`src/rtl/butterfly_pipe.sv`:
```
// Three-stage pipelined radix-2 DIT butterfly: o_A = A + B*W, o_B = A - B*W.
// Build option: define BUTTERFLY_SAT_EN to clamp out-of-range results instead of wrapping.
module butterfly_pipe #(
  parameter int WORD_SZ   = 32,
  parameter int WORD_MID  = WORD_SZ / 2,
  parameter int FRAC_BITS = 6
) (
  input  logic               i_clk,
  input  logic               i_rst,
  input  logic               i_valid,
  output logic               o_ready,
  input  logic [WORD_SZ-1:0] i_A,
  input  logic [WORD_SZ-1:0] i_B,
  input  logic [WORD_SZ-1:0] i_twiddleA,
  input  logic               i_inverse,
  input  logic               i_scale,
  output logic               o_valid,
  input  logic               i_ready,
  output logic [WORD_SZ-1:0] o_A,
  output logic [WORD_SZ-1:0] o_B,
  output logic               o_ovf
);
  localparam int PW = 2 * WORD_MID;
  localparam int SW = WORD_MID + 1;
  localparam int RW = WORD_MID + 2;

  // Handshake: input transfers on i_valid & o_ready, output transfers on
  // o_valid & i_ready; the whole pipe moves together whenever advance is high.
  logic advance;
  logic v1, v2;
  assign advance = i_ready | ~o_valid;
  assign o_ready = advance;

  // ---------------- S1: partial products ----------------
  logic signed [WORD_MID-1:0] b_re, b_im, w_re, w_im;
  logic signed [PW-1:0]       m_rr, m_ii, m_ri, m_ir;
  assign b_re = i_B[WORD_SZ-1 -: WORD_MID];
  assign b_im = i_B[WORD_MID-1:0];
  assign w_re = i_twiddleA[WORD_SZ-1 -: WORD_MID];
  assign w_im = i_twiddleA[WORD_MID-1:0];
  assign m_rr = PW'(b_re) * PW'(w_re);
  assign m_ii = PW'(b_im) * PW'(w_im);
  assign m_ri = PW'(b_re) * PW'(w_im);
  assign m_ir = PW'(b_im) * PW'(w_re);

  logic signed [PW-1:0] p_rr, p_ii, p_ri, p_ir;
  logic [WORD_SZ-1:0]   a1, a2;
  logic                 inv1, sc1, sc2;

  always_ff @(posedge i_clk or posedge i_rst) begin
    if (i_rst) begin
      v1   <= 1'b0;
      p_rr <= '0;
      p_ii <= '0;
      p_ri <= '0;
      p_ir <= '0;
      a1   <= '0;
      inv1 <= 1'b0;
      sc1  <= 1'b0;
    end else if (advance) begin
      v1   <= i_valid;
      p_rr <= m_rr;
      p_ii <= m_ii;
      p_ri <= m_ri;
      p_ir <= m_ir;
      a1   <= i_A;
      inv1 <= i_inverse;
      sc1  <= i_scale;
    end
  end

  // ---------------- S2: complex product, one guard bit ----------------
  logic signed [PW:0] x_rr, x_ii, x_ri, x_ir, pr_full, pi_full, pr_sh, pi_sh;
  assign x_rr = {p_rr[PW-1], p_rr};
  assign x_ii = {p_ii[PW-1], p_ii};
  assign x_ri = {p_ri[PW-1], p_ri};
  assign x_ir = {p_ir[PW-1], p_ir};

  // Inverse mode multiplies by conj(W), flipping the sign of every Wi term.
  always_comb begin
    if (inv1) begin
      pr_full = x_rr + x_ii;
      pi_full = x_ir - x_ri;
    end else begin
      pr_full = x_rr - x_ii;
      pi_full = x_ri + x_ir;
    end
  end
  assign pr_sh = pr_full >>> FRAC_BITS;
  assign pi_sh = pi_full >>> FRAC_BITS;

  logic signed [SW-1:0] pr2, pi2;

  always_ff @(posedge i_clk or posedge i_rst) begin
    if (i_rst) begin
      v2  <= 1'b0;
      pr2 <= '0;
      pi2 <= '0;
      a2  <= '0;
      sc2 <= 1'b0;
    end else if (advance) begin
      v2  <= v1;
      pr2 <= pr_sh[SW-1:0];
      pi2 <= pi_sh[SW-1:0];
      a2  <= a1;
      sc2 <= sc1;
    end
  end

  // ---------------- S3: add/subtract, scale, range reduce ----------------
  logic signed [RW-1:0] a_re, a_im, p_re, p_im, r_ar, r_ai, r_br, r_bi;
  assign a_re = {{2{a2[WORD_SZ-1]}}, a2[WORD_SZ-1 -: WORD_MID]};
  assign a_im = {{2{a2[WORD_MID-1]}}, a2[WORD_MID-1:0]};
  assign p_re = {pr2[SW-1], pr2};
  assign p_im = {pi2[SW-1], pi2};

  always_comb begin
    r_ar = a_re + p_re;
    r_ai = a_im + p_im;
    r_br = a_re - p_re;
    r_bi = a_im - p_im;
    if (sc2) begin
      r_ar = r_ar >>> 1;
      r_ai = r_ai >>> 1;
      r_br = r_br >>> 1;
      r_bi = r_bi >>> 1;
    end
  end

  // In range exactly when the bits from the output sign bit upward all agree.
  function automatic logic out_of_range(input logic [RW-1:0] x);
    return !((&x[RW-1:WORD_MID-1]) || !(|x[RW-1:WORD_MID-1]));
  endfunction

  function automatic logic [WORD_MID-1:0] reduce(input logic [RW-1:0] x);
    logic [WORD_MID-1:0] res;
    res = x[WORD_MID-1:0];
`ifdef BUTTERFLY_SAT_EN
    if (out_of_range(x))
      res = x[RW-1] ? {1'b1, {(WORD_MID-1){1'b0}}} : {1'b0, {(WORD_MID-1){1'b1}}};
`endif
    return res;
  endfunction

  always_ff @(posedge i_clk or posedge i_rst) begin
    if (i_rst) begin
      o_valid <= 1'b0;
      o_A     <= '0;
      o_B     <= '0;
      o_ovf   <= 1'b0;
    end else if (advance) begin
      o_valid <= v2;
      o_A     <= {reduce(r_ar), reduce(r_ai)};
      o_B     <= {reduce(r_br), reduce(r_bi)};
      o_ovf   <= out_of_range(r_ar) | out_of_range(r_ai) |
                 out_of_range(r_br) | out_of_range(r_bi);
    end
  end
endmodule

```
`config.mk`:
```
export PLATFORM = sky130hd
export DESIGN_NAME = butterfly_pipe
export DESIGN_NICKNAME = d
export VERILOG_FILES = /design/src/rtl/butterfly_pipe.sv
export SDC_FILE = /design/constraint.sdc
export NUM_CORES = 2
export LEC_CHECK = 0
export ABC_CLOCK_PERIOD_IN_PS = 11940
export CORE_ASPECT_RATIO = 0.7
export CORE_MARGIN = 2
export CORE_UTILIZATION = 40
export DETAILED_ROUTE_END_ITERATION = 10
export HOLD_SLACK_MARGIN = 0.15
export MAX_ROUTING_LAYER = met4
export PLACE_DENSITY = 0.62
export SLEW_MARGIN = 10
export SYNTH_ARGS = -nofsm -noshare
export SYNTH_HDL_FRONTEND = slang
export SYNTH_SLANG_ARGS = --single-unit
```
`constraint.sdc`:
```
create_clock -name i_clk -period 11.94 [get_ports i_clk]
set_clock_uncertainty 0.15 [all_clocks]
set_input_delay 2.388 -clock i_clk [delete_from_list [all_inputs] [get_ports i_clk]]
set_output_delay 2.388 -clock i_clk [all_outputs]
set_load 0.02 [all_outputs]
```
# Yosys cells after proc, flatten, opt, wreduce, memory -nomap -nowiden
# Index checks and enable logic that the tools add are counted.
# totals
wordCells	60
register_bits	261
inputBits	102
output_inout_bits	67
# op_classes
bitwise_logic	5
muxes	6
n_addsub	8
n_reduce_logical	20
multipliers	4
# op_table
cell	n
16-bit by 16-bit multiplier with 23-bit output	4
17-bit two-way mux	4
23-bit adder	2
23-bit two-way mux	2
23-bit subtractor	2
16-bit by 17-bit adder with 18-bit output	2
16-bit by 17-bit subtractor with 18-bit output	2
3-bit AND reduction	4
3-bit OR reduction	4
1-bit logical NOT	8
1-bit logical OR	4
1-bit bitwise OR	4
1-bit inverter	1

# Logic depth before layout (Yosys ltp)
# depth
ltp_word	9
depth_mapped	24

# Least setup slack after synthesis
# OpenSTA, ideal clock, no wires.
# synth_path
kind	input to register
start	input port i_B[9]
end	register p_ii[22]
path_slack_ns	3.776
required_time_ns	11.653
stages	21
t_arrival_ns	7.877
path_cell_list	clkbuf_1 clkbuf_1 nand2_1 fa_1 fa_1 fa_1 fa_1 inv_1 fa_1 inv_1 fa_1 inv_1 ha_1 a21oi_1 o31ai_1 o311ai_1 a31oi_1 or4_1 a31oi_1 xnor2_1 a21oi_1
# synth_between
elab_chain_len	1
# synth_lines
element	line	text
start: declaration	13	input logic [WORD_SZ-1:0] i_B,
16-bit by 16-bit multiplier with 23-bit output	42	assign m_ii = PW'(b_im) * PW'(w_im);
end signal: assignment	63	p_ii <= m_ii;
end: declaration	46	logic signed [PW-1:0] p_rr, p_ii, p_ri, p_ir;
# Every way passes these cells.
# A chain may end at the register's enable or synchronous reset.

# Final worst setup path
# layout_path
start	input port i_twiddleA[4]
end	register p_ii[22]
# layout_between
elab_chain_len	1
# layout_lines
element	line	text
start: declaration	14	input logic [WORD_SZ-1:0] i_twiddleA,
16-bit by 16-bit multiplier with 23-bit output	42	
# Every way passes these cells.

==> results.yml <==
run_status:
  status: "finished clean"
clock_tree:
  holdBufCountCts: 0
  clock_latency_ps: 600
  clkTransAtPathRegs_ps: 60
  post_cts_buffers: 0
  cts_tree: "yes"
  htreeDepth: 1
  root_buffer: "clkbuf_16"
  clock_sinks: 261
  cts_buffers: 29
  cts_resized: 0
  clock_path_buffers: 3
worst_setup_path:
  crit_slowest_cell: "clkdlybuf4s50_1"
  critPathRequiredTime_ps: 12230
  crit_top_cell: "fa_1"
  worst-path-max-fanout: 17
  crit_chain: "clkdlybuf4s50_1, buf_4, and2_1, fa_1, inv_1, fa_1, fa_1, fa_1, inv_1, fa_1, inv_1, fa_1, inv_1, ha_1, a21oi_1, o31ai_1, o311ai_1, a31oi_1, or4_1, a31oi_1, xnor2_1, a21oi_1"
  cp-start-kind: "input pin"
  reg2regPathDepth: 17
  worst-path-buf-inv: 6
  cp-end-kind: "flip-flop"
  worstSetupPathType: "input pin to flip-flop"
  critPathArrivalTime_ps: 9150
  crit_family: "adder cells"
  critical_path.max_stage_delay_ps: 890
  crit_cells: 22
logic_synthesis:
  yosys.area_share.simple: 0.1754
  synth_compound_area_frac: 0.07867
  synth_cell_type_count: 75
  synthCells: 5233
  synth_fa_ha_area_frac: 0.4249
  syn_nets: 6439
  ys_ff_latch: 261
  ys_async_sr_fraction: 1.000
  synth-main-ff-cell: "dfrtp_1"
  synth_warnings: 0
  synth.yosys.seq_area_share: 0.1453
  synth_top_family_by_area: "adder cells"
  syn_area_um2: 44950
  synth_edf_count: 0
  muxShareOfSynthArea: 0.01367
  synth_xor_area_frac: 0.05495
  postSynthAreaPerCell_um2: 8.589
detailed_routing:
  ant_nets: 0
  num_vias: 33742
  wl_per_cell_um: 17.21
  drcViolationCount: 0
  first_iter_violations: 2022
  vias_per_cell: 5.022
  drt_wl_total_um: 115700
  dr.pass1.iters: 7
sta:
  rsz0062_at_grt: "no"
  max_slew_margin: 0.1562
  drv_slew: 0
  fin_crit_sh: 0.7424
  clock.fmax_mhz: 112.8
  worst_pin_slew_ps: 1262
  setup_slack_ps: 3076
  hold_violations: 0
  fin_setup_tns_ps: 0
  finalCriticalPeriod_ps: 8864
  setup_violations: 0
global_route:
  first_global_vias: 35475
  grt_start_max_net_pins: 171
  overflow: 0
  antenna_found_initial: 6
  grt_first_pass_wirelength_um: 193200
  grt_use_total: 0.2133
die:
  die_y_um: 284.5
  chipWidth_um: 404.7
  core_um2: 111000
  dieArea_um2: 115100
  initial_core_util: 0.4048
  rows: 102
  ios: 169
placed_design:
  dp_slack_ps: 2572
  dp_hpwl_um: 89240
  gp_congestion: 0.8732
  port_buffers: 168
cells_and_area:
  final_common_cell: "inv_1"
  layout-drive-gt1-share: 0.03288
  layout_common_cells: "inv_1 (1021), nand2_1 (792), fa_1 (704)"
  syn_to_final_growth_pct: 9.192
  final_nets: 6447
worst_hold_path:
  holdPathStages: 1
  hp-class: "flip-flop to flip-flop"
job:
  drv_cap: 0
==> Yosys cell counts (22+ instances only) <==
cell | number | share of area
nand3_1 | 28 | 0.0031
ha_1 | 400 | 0.11
dfrtp_1 | 261 | 0.15
xnor2_1 | 208 | 0.041
nor2_1 | 243 | 0.020
a21o_1 | 34 | 0.0057
and2_1 | 429 | 0.060
nor2b_1 | 22 | 0.0031
clkbuf_1 | 244 | 0.020
nand2b_1 | 35 | 0.0049
a21oi_1 | 219 | 0.024
xor2_1 | 74 | 0.014
nand2_1 | 792 | 0.066
mux2i_1 | 31 | 0.0069
o31ai_1 | 24 | 0.0040
o21ai_0 | 114 | 0.013
mux2_2 | 27 | 0.0068
nor3_1 | 47 | 0.0052
a31oi_1 | 26 | 0.0036
inv_1 | 1022 | 0.085
fa_1 | 704 | 0.31
o21bai_1 | 23 | 0.0038
==> per-stage QoR <==
| stage | instances | util | instance area, um^2 | hold slack [ps] |
|---|---|---|---|---|
| 2_1_floorplan | 5233 | - | 44950 | 280.0 |
| 3_3_place_gp | 6666 | 0.4322 | 47980 | 291.0 |
| 3_5_place_dp | 6666 | 0.4322 | 47980 | 302.3 |
| 4_1_cts | 6718 | 0.4420 | 49080 | 317.3 |
| 5_1_grt | 6719 | 0.4420 | 49080 | 338.9 |
| 6_report | 6719 | 0.4420 | 49080 | 293.2 |
==> final cells by class <==
cell class / instances / area [um^2]
Clock buffer: 34 / 774.5
Fill cell: 10873 / 61950
Sequential cell: 261 / 6535
Antenna cell: 1 / 2.502
Clock inverter: 18 / 317.8
Timing Repair Buffer: 230 / 2150
Tap cell: 1456 / 1822
Inverter: 1026 / 3866
Multi-Input combinational cell: 3693 / 33610
==> path summary, 6_finish.rpt <==
kind / slack (ps) / from / endpoint
worst max-delay path: 3080 / i_twiddleA[4] / p_ii[22]
worst min register to register: 290 / v2 / o_valid
worst max register to register: 7170 / p_ii[0] / pr2[16]
min in group asynchronous: 2140 / i_rst / o_B[4]
max in group asynchronous: 7400 / i_rst / p_rr[14]
worst min-delay path: 290 / v2 / o_valid
==> kinds of logic (layout without fill, tap and decap cells) <==
group,after synthesis,in the layout
simple gates,1680,1680
flops,261,261
mux,58,58
compound gates,569,569
fa+ha+maj,1104,1104
xor+xnor,282,282
buf+inv,1279,1308
other cells,0,1
==> registers in the layout (all words and copies together) (netlist names) <==
name	count
v2	1
sc1	1
o_B	32
v1	1
inv1	1
sc2	1
o_ovf	1
a1	32
p_ir	23
o_valid	1
a2	32
p_ii	23
pr2	17
o_A	32
pi2	17
p_ri	23
p_rr	23
==> routing by layer <==
layer  wire length (um)  track usage  vias up
met3               5962      0.02476      108
met1              55600       0.3073    16989
li1                   -            -    15928
met2              52860       0.3326      717
met4               1236      0.02425        0
met5                  0            -        -
Power is not shown: default switching activity piles up to over one toggle a cycle in this logic, so the estimate is an artifact.
